**config.mk**
```make
export PLATFORM = sky130hd
export DESIGN_NAME = ps2_host_tx
export DESIGN_NICKNAME = d
export VERILOG_FILES = /design/src/rtl/ps2_host_tx.sv
export SDC_FILE = /design/constraint.sdc
export NUM_CORES = 1
export LEC_CHECK = 0
export ABC_AREA = 1
export ABC_CLOCK_PERIOD_IN_PS = 1900
export CAP_MARGIN = 10
export CORE_ASPECT_RATIO = 0.6
export CORE_MARGIN = 2
export CORE_UTILIZATION = 55
export DETAILED_ROUTE_END_ITERATION = 10
export PLACE_DENSITY = 0.8
export SLEW_MARGIN = 20
export SYNTH_ARGS = -nofsm -noshare
export SYNTH_HDL_FRONTEND = slang
export SYNTH_SLANG_ARGS = --single-unit
```
**constraint.sdc**
```tcl
create_clock -name clk -period 1.9 [get_ports clk]
set_input_delay 0.285 -clock clk [delete_from_list [all_inputs] [get_ports clk]]
set_output_delay 0.285 -clock clk [all_outputs]
set_load 0.05 [all_outputs]
```
**src/rtl/ps2_host_tx.sv**
```systemverilog
// ps2_host_tx: PS/2 host-to-device command transmitter.
// Sends one byte to the keyboard over open-drain PS2_CLK/PS2_DAT:
//   clock inhibit -> request-to-send (start bit) -> 10 device-clocked bits
//   (d0..d7, odd parity, stop) -> device ACK bit -> wait for bus idle.
// Ports:
//   clk, reset            CLOCK_50 domain, synchronous active-high reset
//   tx_data, tx_valid     byte and request; accepted when tx_valid && tx_ready
//   tx_ready              high only in IDLE
//   busy                  high in every state except IDLE
//   done / error          one-cycle pulses: device ACK / NACK or timeout
//   ps2_clk_async         raw PS2_CLK pin level
//   ps2_data_async        raw PS2_DAT pin level
//   ps2_clk_oe            1 = pull PS2_CLK low, 0 = release
//   ps2_data_oe           1 = pull PS2_DAT low, 0 = release
// Optional macro PS2_TX_RESEND_EN: retry a failed frame up to MAX_RETRIES
// times before pulsing error.
module ps2_host_tx #(
  parameter int INHIBIT_CYCLES = 5000,
  parameter int RTS_CYCLES     = 10,
  parameter int TIMEOUT_CYCLES = 750000,
  parameter int MAX_RETRIES    = 2
) (
  input  logic       clk,
  input  logic       reset,
  input  logic [7:0] tx_data,
  input  logic       tx_valid,
  output logic       tx_ready,
  output logic       busy,
  output logic       done,
  output logic       error,
  input  logic       ps2_clk_async,
  input  logic       ps2_data_async,
  output logic       ps2_clk_oe,
  output logic       ps2_data_oe
);

  localparam int PH_MAX = (INHIBIT_CYCLES > RTS_CYCLES) ? INHIBIT_CYCLES : RTS_CYCLES;
  localparam int PW     = $clog2(PH_MAX + 1);
  localparam int WW     = $clog2(TIMEOUT_CYCLES + 1);

  typedef enum logic [2:0] {
    IDLE, INHIBIT, RTS, SEND, ACK, WAIT_IDLE, FAIL
  } state_t;

  state_t          state;
  logic            clk_s1, clk_s2, clk_prev;
  logic            data_s1, data_s2;
  logic            fe;
  logic [9:0]      shift;
  logic [3:0]      bit_idx;
  logic [PW-1:0]   cnt;
  logic [WW-1:0]   wdog;
  logic            last_try;

  assign fe = clk_prev & ~clk_s2;

`ifdef PS2_TX_RESEND_EN
  localparam int RW = $clog2(MAX_RETRIES + 2);
  logic [RW-1:0] retry_cnt;
  assign last_try = (retry_cnt == RW'(MAX_RETRIES));
`else
  // MAX_RETRIES has no effect here: every failure is final.
  assign last_try = 1'b1 | (MAX_RETRIES < 0);
`endif

  always_ff @(posedge clk) begin
    if (reset) begin
      state       <= IDLE;
      clk_s1      <= 1'b1;
      clk_s2      <= 1'b1;
      clk_prev    <= 1'b1;
      data_s1     <= 1'b1;
      data_s2     <= 1'b1;
      shift       <= '0;
      bit_idx     <= '0;
      cnt         <= '0;
      wdog        <= '0;
      tx_ready    <= 1'b0;
      busy        <= 1'b0;
      done        <= 1'b0;
      error       <= 1'b0;
      ps2_clk_oe  <= 1'b0;
      ps2_data_oe <= 1'b0;
`ifdef PS2_TX_RESEND_EN
      retry_cnt   <= '0;
`endif
    end else begin
      clk_s1   <= ps2_clk_async;
      clk_s2   <= clk_s1;
      clk_prev <= clk_s2;
      data_s1  <= ps2_data_async;
      data_s2  <= data_s1;
      done     <= 1'b0;
      error    <= 1'b0;

      case (state)
        IDLE: begin
          tx_ready <= 1'b1;
          if (tx_valid && tx_ready) begin
            shift      <= {1'b1, ~^tx_data, tx_data};
            cnt        <= '0;
            tx_ready   <= 1'b0;
            busy       <= 1'b1;
            ps2_clk_oe <= 1'b1;
            state      <= INHIBIT;
`ifdef PS2_TX_RESEND_EN
            retry_cnt  <= '0;
`endif
          end
        end

        INHIBIT: begin
          if (cnt == PW'(INHIBIT_CYCLES - 1)) begin
            cnt         <= '0;
            ps2_data_oe <= 1'b1;
            state       <= RTS;
          end else begin
            cnt <= cnt + 1'b1;
          end
        end

        RTS: begin
          if (cnt == PW'(RTS_CYCLES - 1)) begin
            cnt        <= '0;
            ps2_clk_oe <= 1'b0;
            bit_idx    <= '0;
            wdog       <= '0;
            state      <= SEND;
          end else begin
            cnt <= cnt + 1'b1;
          end
        end

        SEND: begin
          if (fe) begin
            ps2_data_oe <= ~shift[bit_idx];
            bit_idx     <= bit_idx + 1'b1;
            wdog        <= '0;
            if (bit_idx == 4'd9) state <= ACK;
          end else if (wdog == WW'(TIMEOUT_CYCLES - 1)) begin
            ps2_clk_oe  <= 1'b0;
            ps2_data_oe <= 1'b0;
            error       <= last_try;
            state       <= FAIL;
          end else begin
            wdog <= wdog + 1'b1;
          end
        end

        ACK: begin
          ps2_data_oe <= 1'b0;
          if (fe) begin
            wdog <= '0;
            if (!data_s2) begin
              state <= WAIT_IDLE;
            end else begin
              ps2_clk_oe <= 1'b0;
              error      <= last_try;
              state      <= FAIL;
            end
          end else if (wdog == WW'(TIMEOUT_CYCLES - 1)) begin
            ps2_clk_oe <= 1'b0;
            error      <= last_try;
            state      <= FAIL;
          end else begin
            wdog <= wdog + 1'b1;
          end
        end

        WAIT_IDLE: begin
          if (clk_s2 && data_s2) begin
            done     <= 1'b1;
            tx_ready <= 1'b1;
            busy     <= 1'b0;
            state    <= IDLE;
          end else if (wdog == WW'(TIMEOUT_CYCLES - 1)) begin
            ps2_clk_oe  <= 1'b0;
            ps2_data_oe <= 1'b0;
            error       <= last_try;
            state       <= FAIL;
          end else begin
            wdog <= wdog + 1'b1;
          end
        end

        FAIL: begin
          // error was raised on entry so it lines up with the failing event;
          // shift is never consumed, so a retry reuses the latched frame as-is.
          ps2_clk_oe  <= 1'b0;
          ps2_data_oe <= 1'b0;
`ifdef PS2_TX_RESEND_EN
          if (!last_try) begin
            retry_cnt  <= retry_cnt + 1'b1;
            cnt        <= '0;
            ps2_clk_oe <= 1'b1;
            state      <= INHIBIT;
          end else begin
            tx_ready <= 1'b1;
            busy     <= 1'b0;
            state    <= IDLE;
          end
`else
          tx_ready <= 1'b1;
          busy     <= 1'b0;
          state    <= IDLE;
`endif
        end

        default: state <= IDLE;
      endcase
    end
  end

endmodule
```
======== Word level (Yosys, flattened, before mapping) ========
Index checks and enable logic that the tools add are counted.
word-level totals
  output and inout bits ................... 6
  register bits after elaboration ......... 61
cells by class
  reduce and logical (&&, ||, !) cells .... 22
  add/sub/neg operators ................... 3
  muxes and demuxes ....................... 49
  equal/unequal tests ..................... 19
  order comparisons ....................... 1
  bitwise operators ....................... 4
operator list
  kind                                                  number
  two-way mux 20 bit                                    4
  one-hot mux 20 bit (3 select lines)                   1
  two-way mux 13 bit                                    3
  one-hot mux 13 bit (3 select lines)                   1
  two-way mux 3 bit                                     8
  two-way mux 1 bit                                     21
  adder 20 x 1 -> 20 bit, second input constant         1
  equality test 20 bit, second input constant           1
  one-hot mux 3 bit (6 select lines)                    1
  != test 2 bit, second input constant                  7
  adder 13 x 1 -> 13 bit, second input constant         1
  equality test 13 bit, second input constant           1
  equality test 13 x 4 -> 1 bit, second input constant  1
  AND reduction 3 bit                                   4
  equality test 3 bit, second input constant            3
  one-hot mux 1 bit (3 select lines)                    3
  nonzero test 3 bit                                    3
  two-way mux 4 bit                                     2
  one-hot mux 4 bit (2 select lines)                    1
  XNOR reduction 8 bit                                  1
  equality test 3 x 2 -> 1 bit, second input constant   2
  != test 3 bit, second input constant                  2
  one-hot mux 1 bit (6 select lines)                    1
  AND reduction 2 bit                                   3
  other kinds (17)                                      22

======== Depth between registers and ports, before layout ========
  word-level depth ........................ 5
  mapped depth ............................ 12

======== Worst setup path after synthesis ========
Ideal clock, no wire load.
  kind .................................... register -> register
  from .................................... register tx_ready
  to ...................................... register cnt[12]
  cell stages (with the launch flop) ...... 9
  data arrival time ....................... 1.561 ns
  required time ........................... 1.782 ns
  path slack .............................. 0.221 ns
  library setup time ...................... 0.118 ns
  path through ............................ dfxtp_1 nand2_1 nor2_2 nor2_1 buf_2 nor3_1 nand2_1 nor2_1 nor3_1
between the ends
  cells in the longest elaborated chain, start to end .. 3
RTL lines
  item                           line  text
  from (decl)                    27    output logic tx_ready,
  from (signal assigned)         78    tx_ready <= 1'b0;
  from (signal assigned)         98    tx_ready <= 1'b1;
  from (signal assigned)         102   tx_ready <= 1'b0;
  logical AND 1 bit              99    if (tx_valid && tx_ready) begin
  != test 2 bit (no line)        --
  AND reduction 2 bit (no line)  --
  to (signal assigned)           118   cnt <= cnt + 1'b1;
  to (signal assigned)           130   cnt <= cnt + 1'b1;
  to (decl)                      51    logic [PW-1:0] cnt;
Every way passes these cells.
A chain may end at the register's enable or synchronous reset.

======== Worst setup path in the final report ========
  from .................................... register ps2_clk_oe
  to ...................................... output ps2_clk_oe
RTL lines
  item                    line  text
  from (decl)             33    output logic ps2_clk_oe,
  from (signal assigned)  82    ps2_clk_oe <= 1'b0;
  from (signal assigned)  104   ps2_clk_oe <= 1'b1;
  from (signal assigned)  125   ps2_clk_oe <= 1'b0;
No word-level cell between the ends.

==> metrics <==
Critical-path top delay cell clkdlybuf4s50_1; DIE WIDTH 107 um; sw power 0.00168 W; Total Power 0.00426 W; Leak 1.82 nW; Comb pwr share 0.398; Reg-to-Reg Start cnt[0]; switching share of power 0.394; share of cells above drive strength 1 0.134; area share of fa/ha/maj cells after synthesis 0.0178; outcome finished clean; CTS tree built; via/cell ratio 5.37; Detailed Route WL 9120 um; Setup CP Type flip-flop to primary output; DR iter-0 viols 434; Clk pwr share 0.240; Final Hold Violating Endpoints 0; WP data arrival 1.53 ns; routed len/inst 13.3 um; RSZ-0062 raised after global routing no; area leader, netlist dfxtp_1; peak supply drop 0.551 mV; Fmax 551 MHz; TritonCTS Buffers 9; Largest stage delay, worst path 0.81 ns; WP buf/inv 1; complex-gate fraction of the synthesized area 0.115; area of the multi-input gates 0.00200 mm^2; hpwl dp 6940 um; final worst slack 0.0850 ns; fill cell count 582; Relative slew margins 0.662; largest family of logic cells by synthesized area simple AND/OR/NAND/NOR gates; Final TNS setup 0 ns; Mapped Avg Cell Area 6.35 um^2; Slew @ Worst Pin 0.505 ns; min cycle time layout 1.82 ns; fin crit share 0.955; Flop pwr share 0.361; Worst Skew 0.00756 ns; vias in the first global route 3306; Top FF cell, synth dfxtp_1; Final ANT Viol Nets 0; critical-path cell list clkdlybuf4s50_1; H-Tree Depth 3; Post-Synth Simple-Gate Area 0.402; Gate Count Post-Synth 552; total gr overflow 0; Die ar. 0.00705 mm^2; row cnt 22; critical-path maximum fanout 3; number of hold buffers added after CTS 0; #FFs+latches synth 61; Hold Crit Start clk_s1; Pint 0.00258 W; CTS clock-pin slew for the worst setup and hold paths 0.06 ns; mux cell area share after synthesis 0; Syn Nets 570; gp weighted congestion 1.01; Root Driver clkbuf_8; die height 65.9 um; asr flop ratio synth 0; Final Max Slew Viols 0; Layout area overhead 18.7%; first-pass GRT wire length 15500 um; Required @ worst endpoint 1.62 ns; critical path startpoint ps2_clk_oe; Max-Cap Viols 0; top-count cell post-synth nand2_1; Yosys top cell area share 0.348; initial antenna violation count 0; top cells by count, synth 141 x nand2_1, 83 x nor2_1, 64 x inv_1, 61 x dfxtp_1, 53 x nand3_1; register area 0.00123 mm^2; final core utilization 0.678; Top Ports 19; diodes inserted 0; final net count 618; clk_lat worst skew 0.35 ns; PortBufs 18; Post-synth EDFFs 0; Initial Utilization 0.571; All-Layer GR Usage 0.286; delay-heaviest family, CP buffers and inverters; Max Root-Sink Buffers 2; setup violators final 0; yosys synthesis warning count 0; crit start category flip-flop; register area share after synthesis 0.348; synth unique cells 35; Vias 3687; crit end category primary output; Hold Path Class flip-flop to flip-flop; Mapped Area 0.00351 mm^2; dpl ws -0.367 ns; largest net degree at the start of global routing 25; CTS sink cnt 61; Core ar. 0.00614 mm^2; DRC viols 0; Pre-antenna DRT Iters 5; synth top area cells dfxtp_1 35%, nand2_1 15%, nor2_1 8.9%; xor/xnor share of the synthesized area 0.0275; PwrDens 1020 mW/mm^2
-- logic make-up after synthesis --
| family | Yosys count |
|---|---|
| xor gates and xnor gates | 11 |
| and+or+nand+nor | 322 |
| DFF | 61 |
| buffers and inverters | 79 |
| adders and majority gates | 5 |
| AOI/OAI and AO/OA | 74 |
-- path summary, 6_finish.rpt --
check / end / slack, ns / depth (start not counted)
worst max-delay path: ps2_clk_oe / 0.08 / 1
worst min-delay path: clk_s2 / 0.42 / 1
worst max register to register: wdog[0] / 0.13 / 10
worst min register to register: clk_s2 / 0.42 / 1
-- cell type report --
type / instances / share of cell area
Timing Repair Buffer: 48 / 0.0980
Clock inverter: 2 / 0.00240
Multi-Input combinational cell: 412 / 0.481
Tap cell: 84 / 0.0252
Sequential cell: 61 / 0.295
Clock buffer: 12 / 0.0373
Inverter: 68 / 0.0613
-- registers in the layout, indices dropped and copies added (netlist names), 3 cells and up --
name	count
cnt	13
state	3
wdog	20
bit_idx	4
shift	10
-- per-stage QoR --
step	hold slack, ns	instances	area [um^2]
floorplan	0.389	552	3510
finish	0.418	687	4160
CTS	0.419	686	4120
global placement	0.391	672	3950
global route	0.434	687	4160
detailed placement	0.399	672	3950
-- power groups by stage --
stage | Combinational (W) | Sequential [W] | Clock (W)
after floorplan | 0.000989 | 0.00164 | 0
after global placement | 0.00158 | 0.00155 | 0
after detailed placement | 0.00161 | 0.00156 | 0
after CTS | 0.00163 | 0.00153 | 0.00104
after global routing | 0.00187 | 0.00156 | 0.00110
final | 0.00170 | 0.00154 | 0.00102
-- layer usage --
layer	track usage	wire (um)	vias up
met5	0	0	-
met4	0.0617	59	0
met3	0.105	1020	10
met2	0.396	3510	154
met1	0.418	4540	1663
li1	-	-	1860
-- placed cells by master (no fill, tap or decap), types with 2 or more instances in the layout --
master,n
nand3_2,2
xnor2_1,7
nor2_2,7
o21ai_1,3
dfxtp_1,56
nand2_2,5
buf_4,30
or2_2,5
inv_2,3
inv_1,64
ha_1,5
xor2_1,4
nand4_1,9
clkbuf_8,11
nor3_1,12
nor2_4,7
o211ai_1,3
nor2_1,78
nand3_1,52
nand3b_1,2
o22ai_1,2
nand2_1,141
dfxtp_2,5
clkinv_2,2
a21oi_1,39
clkdlybuf4s50_1,17
o21ai_0,19
-- timing repair --
action,in CTS,in global routing
setup buffers,0,1
gates cloned,0,0
resized for setup,1,14
pin swaps,0,1
endpoints found under the setup margin,10,26
(Power assumes the default switching activity.)
